### src/rtl/watchdog_supervisor.sv
// watchdog_supervisor: gathers masked firmware heartbeats into watchdog kicks, with grace, revive counting and fault latch
// Ports:
//   clk, rst            system clock, asynchronous active-high reset
//   arm                 level request to supervise
//   src_mask            per-source participation mask
//   src_heartbeat       per-source one-cycle heartbeat pulses
//   clear_fault         pulse that leaves FAULT and clears revive_count
//   wd_system_reset     watchdog system-reset output being observed
//   wd_heartbeat_start  watchdog start level (MONITOR, KICK, RECOVER)
//   wd_heartbeat_reset  watchdog kick pulse (KICK only)
//   pending             sources already seen in the current round
//   revive_count        saturating count of revive events
//   fault               latched supervision failure
//   state               current state encoding
module watchdog_supervisor #(
  parameter int N_SRC = 4,
  parameter int GRACE_CYCLES = 1000,
  parameter int MAX_REVIVES = 3,
  parameter int CNT_W = 8
) (
  input  logic             clk,
  input  logic             rst,
  input  logic             arm,
  input  logic [N_SRC-1:0] src_mask,
  input  logic [N_SRC-1:0] src_heartbeat,
  input  logic             clear_fault,
  input  logic             wd_system_reset,
  output logic             wd_heartbeat_start,
  output logic             wd_heartbeat_reset,
  output logic [N_SRC-1:0] pending,
  output logic [CNT_W-1:0] revive_count,
  output logic             fault,
  output logic [2:0]       state
);
  localparam int GW = $clog2(GRACE_CYCLES + 1);
  localparam logic [GW-1:0] G_LOAD = GW'(GRACE_CYCLES - 1);
  localparam logic [CNT_W-1:0] MAX_R = CNT_W'(MAX_REVIVES);
  typedef enum logic [2:0] {DISARMED, GRACE, MONITOR, KICK, RECOVER, FAULT} state_t;
  state_t st, st_n;
  logic [GW-1:0] gcnt, gcnt_n;
  logic [N_SRC-1:0] pend_n, hb;
  logic [CNT_W-1:0] cnt_n;
  logic arm_q, wd_q, wd_d, live, rise, mask_on, done;
  assign state = st;
  assign wd_heartbeat_start = st == MONITOR || st == KICK || st == RECOVER;
  assign wd_heartbeat_reset = st == KICK;
  assign fault = st == FAULT;
  // arm and the watchdog reset are registered once before use, so a level
  // sampled at one edge acts on the state at the following edge
  always_comb begin
    hb = src_heartbeat & src_mask;
    mask_on = |src_mask;
    live = st == MONITOR || st == KICK;
    rise = wd_q & ~wd_d;
    done = mask_on && (pending & src_mask) == src_mask;
    st_n = st;
    gcnt_n = gcnt;
    pend_n = pending;
    cnt_n = revive_count;
    if (st == FAULT) begin
      st_n = clear_fault ? DISARMED : FAULT;
      cnt_n = clear_fault ? '0 : revive_count;
    end else if (!arm_q || (live && !mask_on)) begin
      st_n = DISARMED;
      pend_n = '0;
    end else if (live && rise) begin
      cnt_n = &revive_count ? revive_count : revive_count + 1'b1;
      st_n = cnt_n >= MAX_R ? FAULT : RECOVER;
    end else if (st == DISARMED && mask_on) begin
      st_n = GRACE;
      gcnt_n = G_LOAD;
    end else if (st == GRACE) begin
      st_n = gcnt == '0 ? MONITOR : GRACE;
      gcnt_n = gcnt == '0 ? gcnt : gcnt - 1'b1;
      pend_n = gcnt == '0 ? '0 : pending;
    end else if (st == MONITOR) begin
      // a completed round restarts from the heartbeats arriving on the kick edge
      st_n = done ? KICK : MONITOR;
      pend_n = done ? hb : pending | hb;
    end else if (st == KICK) begin
      st_n = MONITOR;
      pend_n = pending | hb;
    end else if (st == RECOVER && !wd_q) begin
      st_n = GRACE;
      gcnt_n = G_LOAD;
    end
  end
  always_ff @(posedge clk or posedge rst) begin
    if (rst) begin
      st <= DISARMED;
      gcnt <= '0;
      pending <= '0;
      revive_count <= '0;
      arm_q <= 1'b0;
      wd_q <= 1'b0;
      wd_d <= 1'b0;
    end else begin
      st <= st_n;
      gcnt <= gcnt_n;
      pending <= pend_n;
      revive_count <= cnt_n;
      arm_q <= arm;
      wd_q <= wd_system_reset;
      wd_d <= wd_q;
    end
  end
endmodule

### config.mk
export PLATFORM = sky130hd
export DESIGN_NAME = watchdog_supervisor
export DESIGN_NICKNAME = d
export VERILOG_FILES = /design/src/rtl/watchdog_supervisor.sv
export SDC_FILE = /design/constraint.sdc
export NUM_CORES = 1
export LEC_CHECK = 0
export ABC_AREA = 0
export CAP_MARGIN = 20
export CORE_UTILIZATION = 25
export CTS_CLUSTER_SIZE = 28
export DETAILED_ROUTE_END_ITERATION = 8
export HOLD_SLACK_MARGIN = 0.06
export PLACE_DENSITY = 0.56
export SKIP_CTS_REPAIR_TIMING = 1
export SLEW_MARGIN = 25
export SYNTH_ARGS = -nofsm -noshare
export SYNTH_HDL_FRONTEND = slang
export SYNTH_SLANG_ARGS = --single-unit
### constraint.sdc
create_clock -name clk -period 2.77 [get_ports clk]
set_clock_uncertainty 0.05 [all_clocks]
set_input_delay 0.831 -clock clk [delete_from_list [all_inputs] [get_ports clk]]
set_output_delay 0.831 -clock clk [all_outputs]
set_load 0.05 [all_outputs]
**Word level (Yosys, flattened, before mapping)**

Index checks and enable logic that the tools add are counted.

- Flip-flop bits (word level): 28
- Input bits: 13
- Logic and storage cells: 85
- Output and inout port bits: 18

- Reductions and logical operators: 22
- Add/sub/neg operators: 2
- Mux-type cells: 31
- Equal/unequal tests: 14
- Order comparisons: 1
- Bitwise logic cells: 8

Operator list:

| cell | number |
|---|---|
| $mux 10 | 6 |
| $mux 8 | 5 |
| $mux 4 | 8 |
| $mux 3 | 9 |
| $logic_not 10->1 | 1 |
| $sub 10x1->10 const B | 1 |
| $add 8x1->8 const B | 1 |
| $and 4x4->4 | 2 |
| $ge 8x2->1 const B | 1 |
| $ne 2x2->1 const B | 4 |
| $reduce_and 8->1 | 1 |
| $reduce_bool 8->1 | 1 |
| $reduce_and 7->1 | 1 |
| $eq 3x2->1 const B | 2 |
| $eq 3x3->1 const B | 2 |
| $ne 3x1->1 const B | 2 |
| $logic_and 1x1->1 | 5 |
| $reduce_and 5->1 | 1 |
| $eq 4x4->1 | 1 |
| $not 1->1 | 4 |
| $or 4x4->4 | 1 |
| $reduce_bool 4->1 | 1 |
| $reduce_or 4->1 | 1 |
| $eq 3x1->1 const B | 1 |
| 11 further kinds | 16 |

**Logic depth before layout (Yosys ltp)**

- Word-level depth: 10
- Mapped depth: 9
- Mapped depth without buffers: 7

**Least setup slack after synthesis**

OpenSTA, ideal clock, no wires.

- Kind: register to output
- From: register st[2] (netlist: state[2])
- To: output wd_heartbeat_start
- Data required time: 1.889 ns
- Setup slack: -0.250 ns
- Stages on the path, launching flop included: 4
- Data arrival time: 2.139 ns
- Buffers on the path: 1
- Cells stage by stage: dfrtp_1 -> clkbuf_1 -> nand2_1 -> o21ai_0

- Word-level cells in the longest chain between the ends: 3
- Elaborated cells on any way between the ends: 5
- Those cells by class: eq/ne (3); reduce/logical (2)

Ends and longest elaborated chain:

| item | RTL line | text |
|---|---|---|
| start, declared | 39 | `state_t st, st_n;` |
| start signal, assigned | 98 | `st <= st_n;` |
| $eq 3x2->1 | 45 | `assign wd_heartbeat_start = st == MONITOR \|\| st == KICK \|\| st == RECOVER;` |
| $logic_or 1x1->1 | 45 |  |
| $logic_or 1x1->1 * | 45 |  |
| end, declared | 28 | `output logic wd_heartbeat_start,` |

Mark *: on every way between the ends. The rest lies on a longest branch, timed or not.

**Final worst setup path**

- From: register st[1] (netlist: state[1])
- To: output state[1]

RTL lines:

| item | RTL line | text |
|---|---|---|
| end, declared | 33 | `output logic [2:0] state` |

No word-level cell between the ends.

==> results.sh <==
export IMPL_initial_core_util_pct=26.1
export IMPL_endpoint_kind="primary output"
export IMPL_slew_headroom_pct=58.5
export IMPL_insertion_delay_ns=0.28
export IMPL_die_w_um=83.6
export IMPL_die_height_um=83.6
export IMPL_syn_instance_count=192
export IMPL_via_per_inst=5.18
export IMPL_numCtsBuffers=3
export IMPL_ys_ff_latch=28
export IMPL_fin_crit_ns=2.61
export IMPL_synthTopCellsByCount="28 x dfrtp_1, 17 x nand2_1, 16 x a21oi_1"
export IMPL_ys_top_cells_by_area="dfrtp_1 42%, a31oi_1 5.3%, a21oi_1 4.8%, o21ai_0 4.2%, nand2_1 3.8%"
export IMPL_worstPathArrival_ns=1.73
export IMPL_ios=31
export IMPL_synth_cell_types=44
export IMPL_rsz0062_at_grt="false"
export IMPL_htree_levels=1
export IMPL_ir_drop_uv=143
export IMPL_cts_buffer_depth=2
export IMPL_seq_area_frac_synth_pct=42.1
export IMPL_first_pass_iters=4
export IMPL_required_ns=1.89
export IMPL_antenna_found_initial=0
export IMPL_finalWeightedCongestion=0.817
export IMPL_cp_cell_sequence="clkdlybuf4s50_1"
export IMPL_grt_max_degree=29
export IMPL_syn_area_per_cell_um2=8.67
export IMPL_coreArea_um2=6390
export IMPL_worst_pin_slew_ns=0.618
export IMPL_cts_tree="built"
export IMPL_wire_per_inst_um=13.8
export IMPL_grt_overflow=0
export IMPL_cts_sinks=28
export IMPL_nets=247
export IMPL_hold_path_class="register to register"
export IMPL_p_int_w=0.000574
export IMPL_combPwrFrac_pct=14.1
export IMPL_grt_pass1_wl_um=7110
export IMPL_p_leak_nw=0.871
export IMPL_async_reset_ff_share_pct=100
export IMPL_power_density_nw_per_um2=364
export IMPL_path_class="register to primary output"
export IMPL_worstSetupStartpointType="register"
export IMPL_setup_violations=0
export IMPL_synth_enable_flop_cells=0
export IMPL_whs_path_depth=0
export IMPL_seq_power_share_pct=56.9
export IMPL_drc=0
export IMPL_place_hpwl_um=3110
export IMPL_final_hold_viol_count=0
export IMPL_die_area_um2=6990
export IMPL_cp_max_fo=13
export IMPL_layout_drive_gt1_share_pct=10.0
export IMPL_root_buffer="clkbuf_8"
export IMPL_vias=1589
export IMPL_setup_tns_ns=0
export IMPL_drtIter0Drc=65
export IMPL_pwr_share_clk_pct=29.0
export IMPL_grt_usage_pct=12.5
export IMPL_netlist_area_um2=1670
export IMPL_clk_pin_slew_ns=0.09
export IMPL_fmax_mhz=382
export IMPL_synthFlopType="dfrtp_1"
export IMPL_path_depth=1
export IMPL_fin_crit_sh_pct=94.4
export IMPL_antenna_left=0
export IMPL_final_util_pct=33.8
export IMPL_diodes=0
export IMPL_cp_buffers_inverters=1
export IMPL_syn2layout_area_growth_pct=29.5
export IMPL_grt_pass1_vias=1487
export IMPL_maxCapViolations=0
export IMPL_slowest_stage="clkdlybuf4s50_1"
export IMPL_r2r_cells=7
export IMPL_total_power_w=0.000784
export IMPL_status="complete, no violations"
export IMPL_netlist_area_leader_share_pct=42.1
export IMPL_p_switching_w=0.000210
export IMPL_synth_most_common_cell="dfrtp_1"
export IMPL_core_rowCount=29
export IMPL_synth_nets=207
export IMPL_sw_frac_of_total_pct=26.8
export IMPL_finalWirelength_um=4230
export IMPL_yosys_warnings=0
export IMPL_cp_top_family="buffers and inverters"
export IMPL_drv_slew=0
export IMPL_synth_top_cell_by_area="dfrtp_1"
export IMPL_port_buffers=30
export IMPL_slowest_delay_ns=0.88
-- layer usage --
metal	track usage (%)	wire length [µm]	vias to the layer above
li1	-	-	800
met1	17.8	2120	754
met2	18.6	1930	30
met3	1.58	101	5
met4	5.70	74	0
met5	0	0	-
-- kinds of logic after synthesis --
kind of cell               synth area share (%)
and+or+nand+nor                            24.3
AOI/OAI and AO/OA                          24.9
DFF                                        42.1
muxes                                      1.20
adders and majority gates                  1.50
buffers and inverters                      4.88
xor gates and xnor gates                   1.05
-- final timing paths --
check                            to     start  slack (ns)
max in group asynchronous  state[0]       rst        1.54
setup reg to reg            gcnt[5]   gcnt[0]        0.36
hold reg to reg                wd_d      wd_q        0.42
hold / removal                 wd_d      wd_q        0.42
setup / recovery           state[1]  state[1]        0.16
min in group asynchronous   gcnt[9]       rst        0.87
-- layout by cell type, fill, tap and decap left out, types with 6 or more instances in the layout --
cell type	netlist	layout
a21oi_1	16	16
a31oi_1	14	14
buf_4	0	17
clkdlybuf4s50_1	0	27
dfrtp_1	28	28
inv_1	10	10
nand2_1	17	17
nand3_1	6	6
nor2_1	13	13
nor3_1	6	6
o21ai_0	14	13
-- power by group through the flow --
stage	sequential (W)	clock (W)	combinational [W]
global route	0.000451	0.000251	0.000123
finish	0.000446	0.000227	0.000111
CTS	0.000446	0.000241	0.000113
floorplan	0.000453	0	0.0000596
detailed placement	0.000454	0	0.000112
global placement	0.000454	0	0.000112
-- worst register-to-register path, delay by kind of cell (launching register included) --
kind	cells	cell delay, ns
AND/OR/NAND/NOR	2	1.16
flip-flops	1	0.43
AO/OA/AOI/OAI	3	0.38
adder cells (fa/ha/maj)	1	0.20
buffers and inverters	1	0.08
-- stage by stage --
stage / hold WS, ns / area [µm²] / instances / setup slack, ns
after floorplan: 0.347 / 1670 / 192 / 0.121
after global placement: 0.395 / 2120 / 304 / -0.0274
after detailed placement: 0.396 / 2120 / 304 / -0.0592
after CTS: 0.418 / 2160 / 307 / 0.144
after global routing: 0.433 / 2160 / 307 / 0.0628
final: 0.415 / 2160 / 307 / 0.155
-- sequential cells by signal, summed over array words and instances (netlist names) --
name / flops
gcnt: 10
revive_count: 8
pending: 4
state: 3
arm_q: 1
wd_d: 1
wd_q: 1
-- cell type report --
type | instances | area (µm²)
Multi-Input combinational cell | 145 | 883
Inverter | 10 | 37.5
Fill cell | 685 | 4230
Tap cell | 77 | 96.3
Clock buffer | 3 | 41.3
Timing Repair Buffer | 44 | 398
Sequential cell | 28 | 701
(Power assumes the default switching activity.)
==> patch (same flow settings) <==
`CNT_W`: 8 -> 7.
--- a/src/rtl/watchdog_supervisor.sv
+++ b/src/rtl/watchdog_supervisor.sv
@@ -16,7 +16,7 @@
   parameter int N_SRC = 4,
   parameter int GRACE_CYCLES = 1000,
   parameter int MAX_REVIVES = 3,
-  parameter int CNT_W = 8
+  parameter int CNT_W = 7
 ) (
   input  logic             clk,
   input  logic             rst,
Ports: changed (resized revive_count); port bits go from 31 to 30. The function was not compared with the original's and may differ.
==> patch against the unedited design <==
  * Synthesized cell count fell by 2.1%
  * Area after synthesis shrank 2.6%
  * Die area fell by 2.5%
  * Worst setup slack worse by 12 ps
  * Final cell count shrank 2.3%
  * Worst hold slack improved by 61 ps
  * Design area down 1.7%
  * Clock power up 2%
  * Wire length shrank 4.7%
  * Sequential cell count is 1 lower
  * Power rose by 2.4%
==> patch: results (changes against the unedited design) <==
Run status
  – Status: complete, no violations

Yosys
  – Post-synth top cells: dfrtp_1 (27), nand2_1 (23), nor2_1 (17), o21ai_0 (15), nand3_1 (13)
  – Seq/Total Area, Yosys: 0.4163 (-0.004391)
  – Ranking of synthesized cells by area: dfrtp_1 (42%), nand2_1 (5.3%), o21ai_0 (4.6%)
  – Synth Net Count: 203 (-1.9%)
  – Total of warnings raised by yosys: 0 (unchanged)
  – Yosys cell types: 39 (-11%)
  – Avg Cell Area, Syn: 8.632 um^2 (-0.48%)

Finish
  – Top Registers: gcnt: 10 flops, revive_count: 7 flops, pending: 4 flops
  – Fin nets: 241 (-2.4%)
  – Share of post-route cells with drive strength above 1: 0.09778 (-0.002222)
  – Final Non-Filler Cells: 300 (-2.3%)

Place
  – IO Port Bufs: 29 (-3.3%)
  – Gpl congestion: 0.7884 (-3.5%)
  – Placement Cell Area: 2074 um^2 (-2.0%)
  – Dpl hpwl: 3023 um (-2.7%)
  – Dpl cells: 296 (-2.6%)

GRT
  – Initial antenna violation count: 0 (unchanged)
  – Pin count of the biggest net entering global routing: 28 (-3.4%)
  – Vias in the first global route: 1,387 (-6.7%)
  – Global Route Usage Sum: 0.1314 (+0.006833)
  – Global-route wire length before repair: 6803 um (-4.3%)

Power and ir drop
  – Pleak: 0.8339 nW (-4.2%)
  – Internal Power: 583.5 uW (+1.7%)
  – Peak VDD IR: 0.0001351 V (-5.4%)

Setup path
  – Critical path arrival: 1750 ps (+20 ps)
  – Cell class contributing the biggest share of worst-path delay: buffers and inverters

STA
  – Final Hold Vio Count: 0 (unchanged)
  – Slew of the pin with the lowest slew margin: 669.1 ps (+50.69 ps)

Drt
  – Via density: 5.023 (-2.9%)
  – Final WL: 4033 um (-4.7%)
  – Initial DRC Count: 68 (+4.6%)
  – DR pass1 iterations: 4 (unchanged)

Clock network
  – Htree depth: 1 (unchanged)
  – CTS Buffer Depth: 2 (unchanged)
  – Clock transition at the registers of the reported paths: 90 ps (about the same)
## patch: cell type report
cell class	instances	area [um^2]
flip-flops and latches	27	675.6
clock buffers	4	45.04
repair buffers	40	387.9
fillers	679	3976
inverters	6	22.52
well taps	75	93.84
multi-input cells	148	894.6
## patch: worst paths after layout
check	from	end	slack (ps)	cells past startpoint
min in group asynchronous	rst	gcnt[4]	880	3
hold / removal	pending[2]	pending[2]	480	1
hold reg to reg	pending[2]	pending[2]	480	1
setup / recovery	state[1]	state[1]	140	1
max in group asynchronous	rst	pending[2]	1520	3
setup reg to reg	gcnt[0]	pending[3]	720	7
## patch: cells by family after synthesis
| logic type | after synthesis | share of synthesized area |
|---|---|---|
| adders and majority gates | 2 | 0.01542 |
| muxes | 3 | 0.01850 |
| buffers and inverters | 13 | 0.03238 |
| and+or+nand+nor | 100 | 0.3169 |
| xor gates and xnor gates | 5 | 0.02699 |
| AOI/OAI and AO/OA | 38 | 0.1735 |
| DFF | 27 | 0.4163 |
## patch: through the flow
stage                     hold WS [ps]  total power, mW  setup WS [ps]    util
after detailed placement         462.2           0.5815         -40.75  0.3403
final                            476.3           0.8031          143.5  0.3477
after floorplan                  376.0           0.5213          272.5       -
after global placement           457.2           0.5762         -16.32  0.3403
after global routing             500.2           0.8561          75.15  0.3477
after CTS                        480.9           0.8133          117.0  0.3477
## patch: power groups by stage
stage	clock, mW	sequential [mW]	combinational [mW]
global placement	0	0.444	0.133
CTS	0.239	0.437	0.137
floorplan	0	0.444	0.0769
global route	0.262	0.441	0.154
finish	0.232	0.437	0.134
detailed placement	0	0.445	0.137
## patch: per-layer routing
metal	wire, um	share of wire	vias up	global-route usage
met5	0	0	-	0
met4	53	0.013	0	0.04138
met3	147	0.036	4	0.01868
met2	1773	0.44	33	0.1901
met1	2059	0.51	722	0.1984
li1	-	-	748	-
